**src/rtl/oven_display_scan_if.sv**
```systemverilog
// Display-side bundle: BCD pair and display controls in, multiplexed segment/anode pins out.
interface oven_display_scan_if;
  logic [7:0] digit_time;
  logic       blank_lz;
  logic       blink_en;
  logic [6:0] seg;
  logic [1:0] an;

  modport master (output digit_time, blank_lz, blink_en, input seg, an);
  modport slave  (input digit_time, blank_lz, blink_en, output seg, an);
endinterface

```
**src/rtl/oven_display_scan.sv**
```systemverilog
// Two-digit multiplexed 7-segment scanner: per-frame input latch, BCD decode,
// optional leading-zero blanking and whole-display blink.
module oven_display_scan #(
  parameter int SCAN_DIV     = 1000,
  parameter int BLINK_FRAMES = 125,
  parameter int ACTIVE_LOW   = 1
) (
  input  logic                clk,
  input  logic                rst,
  oven_display_scan_if.slave  bus
);
  localparam int SW = $clog2(SCAN_DIV);
  localparam int FW = (BLINK_FRAMES > 1) ? $clog2(BLINK_FRAMES) : 1;
  localparam logic [SW-1:0] SCAN_LAST  = SW'(SCAN_DIV - 1);
  localparam logic [FW-1:0] FRAME_LAST = FW'(BLINK_FRAMES - 1);
  localparam logic          POL        = (ACTIVE_LOW != 0);

  logic [SW-1:0] r_scan_cnt;
  logic          r_sel;
  logic [FW-1:0] r_frame_cnt;
  logic          r_phase;
  logic [3:0]    r_tens;
  logic [3:0]    r_units;
  logic [6:0]    r_seg;
  logic [1:0]    r_an;

  logic          w_scan_wrap;
  logic          w_frame_end;
  logic [3:0]    w_digit;
  logic [6:0]    w_seg_on;
  logic [1:0]    w_an_on;
  logic          w_blank;

  function automatic logic [6:0] f_decode(input logic [3:0] d);
    case (d)
      4'd0:    f_decode = 7'h3F;
      4'd1:    f_decode = 7'h06;
      4'd2:    f_decode = 7'h5B;
      4'd3:    f_decode = 7'h4F;
      4'd4:    f_decode = 7'h66;
      4'd5:    f_decode = 7'h6D;
      4'd6:    f_decode = 7'h7D;
      4'd7:    f_decode = 7'h07;
      4'd8:    f_decode = 7'h7F;
      4'd9:    f_decode = 7'h6F;
      default: f_decode = 7'h40;
    endcase
  endfunction

  always_comb begin
    w_scan_wrap = (r_scan_cnt == SCAN_LAST);
    w_frame_end = w_scan_wrap && r_sel;
    w_digit     = r_sel ? r_tens : r_units;
    w_seg_on    = f_decode(w_digit);
    w_an_on     = r_sel ? 2'b10 : 2'b01;
    // Blink off-phase wins; leading-zero blanking only ever hits the tens slot.
    w_blank     = (bus.blink_en && r_phase) ||
                  (r_sel && bus.blank_lz && (r_tens == 4'd0));
  end

  always_ff @(posedge clk) begin
    if (rst) begin
      r_scan_cnt  <= '0;
      r_sel       <= 1'b0;
      r_frame_cnt <= '0;
      r_phase     <= 1'b0;
      r_tens      <= 4'd0;
      r_units     <= 4'd0;
      r_seg       <= {7{POL}};
      r_an        <= {2{POL}};
    end else begin
      if (w_scan_wrap) begin
        r_scan_cnt <= '0;
        r_sel      <= ~r_sel;
      end else begin
        r_scan_cnt <= r_scan_cnt + SW'(1);
      end

      // Capture only at frame end so both digits of a frame come from one sample.
      if (w_frame_end) begin
        r_tens  <= bus.digit_time[7:4];
        r_units <= bus.digit_time[3:0];
        if (r_frame_cnt == FRAME_LAST) begin
          r_frame_cnt <= '0;
          r_phase     <= ~r_phase;
        end else begin
          r_frame_cnt <= r_frame_cnt + FW'(1);
        end
      end

      r_seg <= (w_blank ? 7'h00 : w_seg_on) ^ {7{POL}};
      r_an  <= (w_blank ? 2'b00 : w_an_on)  ^ {2{POL}};
    end
  end

  assign bus.seg = r_seg;
  assign bus.an  = r_an;
endmodule

```
**src/flat_wrapper.sv**
```systemverilog
// flat-port wrapper written by rule: the top's interface ports become plain ports
module oven_display_scan_flat 
#(
  parameter int SCAN_DIV     = 1000,
  parameter int BLINK_FRAMES = 125,
  parameter int ACTIVE_LOW   = 1
)
  (clk, rst, bus_digit_time, bus_blank_lz, bus_blink_en, bus_seg, bus_an);
  oven_display_scan_if bus_i ();
  input  logic clk;
  input  logic rst;
  input wire logic [$bits(bus_i.digit_time)-1:0] bus_digit_time;
  input wire logic [$bits(bus_i.blank_lz)-1:0] bus_blank_lz;
  input wire logic [$bits(bus_i.blink_en)-1:0] bus_blink_en;
  output wire logic [$bits(bus_i.seg)-1:0] bus_seg;
  output wire logic [$bits(bus_i.an)-1:0] bus_an;
  assign bus_i.digit_time = bus_digit_time;
  assign bus_i.blank_lz = bus_blank_lz;
  assign bus_i.blink_en = bus_blink_en;
  assign bus_seg = bus_i.seg;
  assign bus_an = bus_i.an;
  oven_display_scan #(.SCAN_DIV(SCAN_DIV), .BLINK_FRAMES(BLINK_FRAMES), .ACTIVE_LOW(ACTIVE_LOW)) u_core (.clk(clk), .rst(rst), .bus(bus_i));
endmodule
```
**config.mk**
```make
export PLATFORM = sky130hd
export DESIGN_NAME = oven_display_scan_flat
export DESIGN_NICKNAME = d
export VERILOG_FILES = /design/src/rtl/oven_display_scan_if.sv /design/src/rtl/oven_display_scan.sv /design/src/flat_wrapper.sv
export SDC_FILE = /design/constraint.sdc
export NUM_CORES = 1
export LEC_CHECK = 0
export CAP_MARGIN = 20
export CORE_MARGIN = 2
export CORE_UTILIZATION = 57
export CTS_CLUSTER_DIAMETER = 60
export DETAILED_ROUTE_END_ITERATION = 16
export PLACE_DENSITY = 0.8
export SLEW_MARGIN = 30
export SYNTH_ARGS = -nofsm -noshare
export SYNTH_HDL_FRONTEND = slang
export SYNTH_SLANG_ARGS = --single-unit
```
**constraint.sdc**
```tcl
create_clock -name clk -period 4.85 [get_ports clk]
set_clock_uncertainty 0.1 [all_clocks]
set_input_delay 0.7275 -clock clk [delete_from_list [all_inputs] [get_ports clk]]
set_output_delay 0.7275 -clock clk [all_outputs]
set_load 0.02 [all_outputs]
```
==> out/results.ini <==
[drt]
antenna_left = 0
drtIter0Drc = 50
wl_mm = 3.133
route.detailed.drc = 0
wl_per_cell_um = 13.28
viasPerCell = 5.682
firstDrtPassIters = 5
vias = 1341

[cts]
clock_path_buffers = 2
cts-root-buf = clkbuf_4
cts_sinks = 36
cts_setup_buffers = 0
ctsHoldBuffers = 0
numCtsBuffers = 5
htree_levels = 2
clk_latency_ns = 0.35
cts_tree = yes
cts-resized-gates = 0
clk_pin_slew_ns = 0.11

[grt]
top_usage_layer = met2
grt_use_total_pct = 20.59
grt_max_degree = 21
use_met2_pct = 35.30
antenna_found_initial = 0
met3_usage_pct = 8.065
grt_pass1_wl_mm = 5.237
grt_use_met1_pct = 22.87
grt.overflow.total = 0
grt_pass1_vias = 1265

[yosys]
synth_edf_count = 0
syn_avg_cell_area_um2 = 8.670
synth-simple-area-share_pct = 22.51
syn_area_um2 = 1595
synth.mux.area_fraction_pct = 3.922
synth-async-reset-ratio_pct = 0
ys_warn_count = 0
synth_ff_type = dfxtp_1
synth-seq-cells = 36
synth_compound_area_share_pct = 13.25
synth-xor-area-share_pct = 4.941
synth_nets = 204
synthAdderAreaFrac_pct = 6.275
synth_top_family_by_area = simple AND/OR/NAND/NOR gates
ys_types = 35
ys_seq_area_share_pct = 45.18
synth_cells = 184

[worst_setup_path]
critical_path_class = in -> reg
worstPathArrival_ns = 2.78
slowest_delay_ns = 0.76
crit_buf_inv = 1
slowest_stage = clkdlybuf4s50_1
cp-end-kind = register
path_delay_family = compound AO/OA/AOI/OAI gates
required_ns = 4.97
cp_max_fo = 20
start_kind = primary input
worstPathCellList = clkdlybuf4s50_1 > a221oi_1 > a21boi_0 > o21ai_0

[cells_and_area]
area_growth_syn_to_layout_pct = 18.20
final_area_um2 = 1886
final_cell_mix = dfxtp_1 (36), nand2_1 (26), clkdlybuf4s50_1 (20)
antenna_cells = 0
final_common_cell = dfxtp_1
stdcell_count = 236
fillCellCount = 239
drive_gt1_share_pct = 6.829
nets = 224

[sta]
final-max-slew-violation-count = 0
setup_viol = 0
period_needed_ns = 2.660
rsz0062_at_grt = no
max-slew-margin-rel_pct = 53.01
tns_ns = 0
hold_viol = 0
finalCritPeriodShare_pct = 54.85
fmax_ghz = 0.3759
worstMarginPinSlew_ns = 0.7026

[power_and_ir_drop]
peakVddDrop_mv = 0.2684
power_frac_seq_pct = 56.3
p_leak_nw = 0.6652
p_clk_share_pct = 38.2
comb_power_share_pct = 5.5
powerDensity_nw_per_um2 = 285.5
netSwitchingFraction_pct = 21.04
power.internal_w = 0.0004250
p_sw_w = 0.0001133

[die]
placementRows = 19
io_pins = 21
design.die.area_um2 = 3238
coreArea_um2 = 2710
die_h_um = 56.91
die_w_um = 56.91
start_util_pct = 58.86

[outcome]
status = finished, final reports clean

[flow_run]
cap_viol_max_count = 0

[placement]
place_hpwl_mm = 2.182
placed_cells = 228
place.port_buffers = 20
gp_congestion = 0.7924
place_area_um2 = 1809

[min_path]
hold_path_class = reg -> reg

-- registers in the layout, summed over array words and instances, names as in the netlist --
signal              count
u_core.bus.an           2
u_core.bus.seg          7
u_core.r_frame_cnt      7
u_core.r_phase          1
u_core.r_scan_cnt      10
u_core.r_sel            1
u_core.r_tens           4
u_core.r_units          4
-- power by group through the flow --
stage               Sequential [W]  Clock, W  Combinational [W]
CTS                       0.000303  0.000209          0.0000297
finish                    0.000303  0.000206          0.0000295
detailed placement        0.000310         0          0.0000294
global placement          0.000310         0          0.0000289
global route              0.000304  0.000219          0.0000318
floorplan                 0.000314         0         0.00000878
-- path summary, 6_finish.rpt --
path / from / end / slack [ns] / cells past startpoint
setup / recovery: rst / u_core.bus.seg[3]$_SDFF_PP1_ / 2.19 / 4
hold / removal: u_core.r_scan_cnt[0]$_SDFF_PP0_ / u_core.r_scan_cnt[0]$_SDFF_PP0_ / 0.36 / 1
setup reg to reg: u_core.r_sel$_SDFFE_PP0N_ / u_core.r_phase$_SDFFE_PP0P_ / 2.63 / 4
hold reg to reg: u_core.r_scan_cnt[0]$_SDFF_PP0_ / u_core.r_scan_cnt[0]$_SDFF_PP0_ / 0.36 / 1
-- layer usage --
metal  part of all wire (%)  vias up
met2                     48       41
met1                     45      618
met5                      0        -
met4                    2.7        0
met3                    5.1       11
li1                       -      671
-- layout make-up --
cell class,instances,area (um^2),share of cell area (%)
Sequential cell,36,720.7,38.22
Multi-Input combinational cell,132,812.0,43.07
Timing Repair Buffer,21,207.7,11.02
Tap cell,31,38.79,2.057
Inverter,8,30.03,1.593
Clock buffer,6,41.29,2.190
Clock inverter,2,35.03,1.858
-- through the flow --
stage	setup WS [ns]	util (%)	hold WS, ns	total power (W)
floorplan	2.878	-	0.3176	0.0003227
global placement	2.023	66.76	0.3303	0.0003388
detailed placement	1.887	66.76	0.3517	0.0003393
CTS	2.215	69.58	0.3648	0.0005421
global route	2.016	69.58	0.3875	0.0005547
finish	2.190	69.58	0.3578	0.0005383
-- cell usage after synthesis, types with 2 or more instances --
cell type | n | area, um^2
nand2_1 | 26 | 97.59
and2_1 | 2 | 12.51
buf_2 | 2 | 10.01
or2_2 | 2 | 12.51
clkbuf_1 | 6 | 22.52
xor2_1 | 3 | 26.28
and4_1 | 2 | 17.52
ha_1 | 8 | 100.1
o21ai_0 | 13 | 65.06
xnor2_1 | 6 | 52.55
nor2_1 | 15 | 56.30
nor3_1 | 4 | 20.02
a32oi_1 | 2 | 17.52
nand4b_1 | 3 | 26.28
inv_1 | 8 | 30.03
nand3_1 | 6 | 30.03
a21oi_1 | 18 | 90.09
mux2_2 | 2 | 22.52
dfxtp_1 | 36 | 720.7
mux2i_1 | 4 | 40.04
a21boi_0 | 2 | 15.01
-- logic make-up (layout without fill, tap and decap cells) --
group	after synthesis	after routing
AND/OR/NAND/NOR	71	71
flip-flops	36	36
XOR/XNOR	9	9
buffers and inverters	16	37
AO/OA/AOI/OAI	38	38
adder cells (fa/ha/maj)	8	8
multiplexers	6	6
Note: power is estimated with default switching activity, not from simulation.
==> edit, RTL diff (same settings) <==
`BLINK_FRAMES` is set to 125 in 2 places; all go to 250.
--- a/src/rtl/oven_display_scan.sv
+++ b/src/rtl/oven_display_scan.sv
@@ -2,7 +2,7 @@
 // optional leading-zero blanking and whole-display blink.
 module oven_display_scan #(
   parameter int SCAN_DIV     = 1000,
-  parameter int BLINK_FRAMES = 125,
+  parameter int BLINK_FRAMES = 250,
   parameter int ACTIVE_LOW   = 1
 ) (
   input  logic                clk,
--- a/src/flat_wrapper.sv
+++ b/src/flat_wrapper.sv
@@ -2,7 +2,7 @@
 module oven_display_scan_flat 
 #(
   parameter int SCAN_DIV     = 1000,
-  parameter int BLINK_FRAMES = 125,
+  parameter int BLINK_FRAMES = 250,
   parameter int ACTIVE_LOW   = 1
 )
   (clk, rst, bus_digit_time, bus_blank_lz, bus_blink_en, bus_seg, bus_an);
Check against the original RTL: same outputs for any inputs over 10 cycles, from zero or initial values and one cycle with rst high; that may be too few to reach the edited logic, so the function may still have changed.
==> edit against the original RTL <==
Sequential share of layout area down 0.42 points. Power is 1.2% lower. Wire length rose by 1.9%. Worst setup slack improved by 0.35 ns. Die area grew 5.7%. Area after synthesis is 6.2% higher. Cell area up 3.9%. Sequential cell count rose by 1. Via count unchanged.
==> edit: results (changes against the original RTL) <==
.. list-table::
   :header-rows: 1

   * - Metric
     - Value
   * - Total global routing track utilization
     - 21.5% (was 20.6%)
   * - Largest voltage drop on the vdd net
     - 0.263 mV (was 0.268 mV)
   * - Register with the highest flop count
     - u_core.r_scan_cnt (unchanged)
   * - Complex-gate fraction of the synthesized area
     - 13.1% (was 13.3%)
   * - Pin count of the biggest net entering global routing
     - 25 (was 21)
   * - Final #Nets
     - 229 (was 224)
   * - Fraction of the yosys area taken by sequential cells
     - 43.7% (was 45.2%)
   * - Most numerous cell types in the synthesized netlist
     - 37 x sky130_fd_sc_hd__dfxtp_1, 24 x sky130_fd_sc_hd__nand2_1, 17 x sky130_fd_sc_hd__a21oi_1, 17 x sky130_fd_sc_hd__nor2_1 (was 36 x sky130_fd_sc_hd__dfxtp_1, 26 x sky130_fd_sc_hd__nand2_1, 18 x sky130_fd_sc_hd__a21oi_1, 15 x sky130_fd_sc_hd__nor2_1, 13 x sky130_fd_sc_hd__o21ai_0)
   * - Status
     - complete, no violations (unchanged)
   * - Actual slew at the worst max-slew pin
     - 0.814 ns (was 0.703 ns)
   * - Syn avg cell area
     - 8.92 sq um (was 8.67 sq um)
   * - Routed wirelength normalized by instance count
     - 13.2 um (was 13.3 um)
   * - Ratio of cells with drive above 1 in the final layout
     - 7.14% (was 6.83%)
   * - CP Data Arrival Time
     - 2.45 ns (was 2.78 ns)
   * - Static leakage power
     - 0.724 nW (was 0.665 nW)
   * - DRT antenna net count
     - 0 (unchanged)
   * - CP Max Fanout
     - 24 (was 20)
   * - Fraction of synthesized area in multiplexers
     - 3.69% (was 3.92%)
   * - Maximum level of the CTS H-tree
     - 2 (unchanged)
   * - Global-route wire length before repair
     - 5.53 mm (was 5.24 mm)
   * - Arithmetic-cell share of the synthesized area counting full adders, half adders and majority gates
     - 5.91% (was 6.27%)
   * - Switch Pwr
     - 0.000122 W (was 0.000113 W)
   * - Pre-antenna DRT Iters
     - 4 (was 5)
   * - Worst setup slack before clock tree synthesis
     - 2.18 ns (was 1.89 ns)
   * - Cell area after placement
     - 1890 sq um (was 1810 sq um)
   * - Delay of the slowest cell on the worst path
     - 0.82 ns (was 0.76 ns)
   * - Final Wtd Congestion
     - 0.805 (was 0.792)
   * - Netlist cell types
     - 43 (was 35)
   * - Most area-consuming cells after synthesis
     - sky130_fd_sc_hd__dfxtp_1 44%, sky130_fd_sc_hd__ha_1 5.9%, sky130_fd_sc_hd__nand2_1 5.3% (was sky130_fd_sc_hd__dfxtp_1 45%, sky130_fd_sc_hd__ha_1 6.3%, sky130_fd_sc_hd__nand2_1 6.1%)
   * - Number of global-route vias before repair
     - 1,305 (was 1,265)
   * - Syn_nets
     - 210 (was 204)
   * - DRC marker count from the first detailed-route iteration
     - 38 (was 50)
   * - Sum of net half-perimeters after detailed placement
     - 2.21 mm (was 2.18 mm)
-- edit: metal layers --
layer	GRT usage (%)	part of all wire, %
met1	24.4	46
met5	0	0
met4	11.3	2.1
met2	35.8	48
met3	7.03	4.0
-- edit: stage by stage --
step                power, W  instances  util, %
floorplan           0.000333        190        -
CTS                 0.000537        241     70.4
global route        0.000549        241     70.4
global placement    0.000350        233     67.9
detailed placement  0.000351        233     67.9
finish              0.000532        241     70.4
-- edit: layout make-up --
type                    count  area [sq um]
clock buffers               7          65.1
clock inverters             1          5.00
multi-input cells         137           880
repair buffers             20           200
well taps                  31          38.8
flip-flops and latches     37           741
fillers                   226           822
inverters                   8          30.0
-- edit: power groups by stage --
stage | sequential (W) | clock, W | combinational [W]
finish | 0.000312 | 0.000188 | 0.0000313
global route | 0.000313 | 0.000202 | 0.0000339
CTS | 0.000312 | 0.000193 | 0.0000314
detailed placement | 0.000319 | 0 | 0.0000313
global placement | 0.000319 | 0 | 0.0000309
floorplan | 0.000323 | 0 | 0.0000101
-- edit: worst paths after layout --
kind,slack [ns],depth (start not counted),end,from
hold / removal,0.37,2,u_core.r_units[0]$_SDFFE_PP0P_,u_core.r_units[0]$_SDFFE_PP0P_
setup reg to reg,2.73,5,u_core.r_frame_cnt[4]$_SDFFE_PP0P_,u_core.r_scan_cnt[0]$_SDFF_PP0_
hold reg to reg,0.37,2,u_core.r_units[0]$_SDFFE_PP0P_,u_core.r_units[0]$_SDFFE_PP0P_
setup / recovery,2.54,4,u_core.bus.seg[3]$_SDFF_PP1_,rst
-- edit: cells by family after synthesis --
kind of cell / Yosys count
adders and majority gates: 8
AOI/OAI and AO/OA: 37
muxes: 6
and+or+nand+nor: 77
buffers and inverters: 16
DFF: 37
xor gates and xnor gates: 9
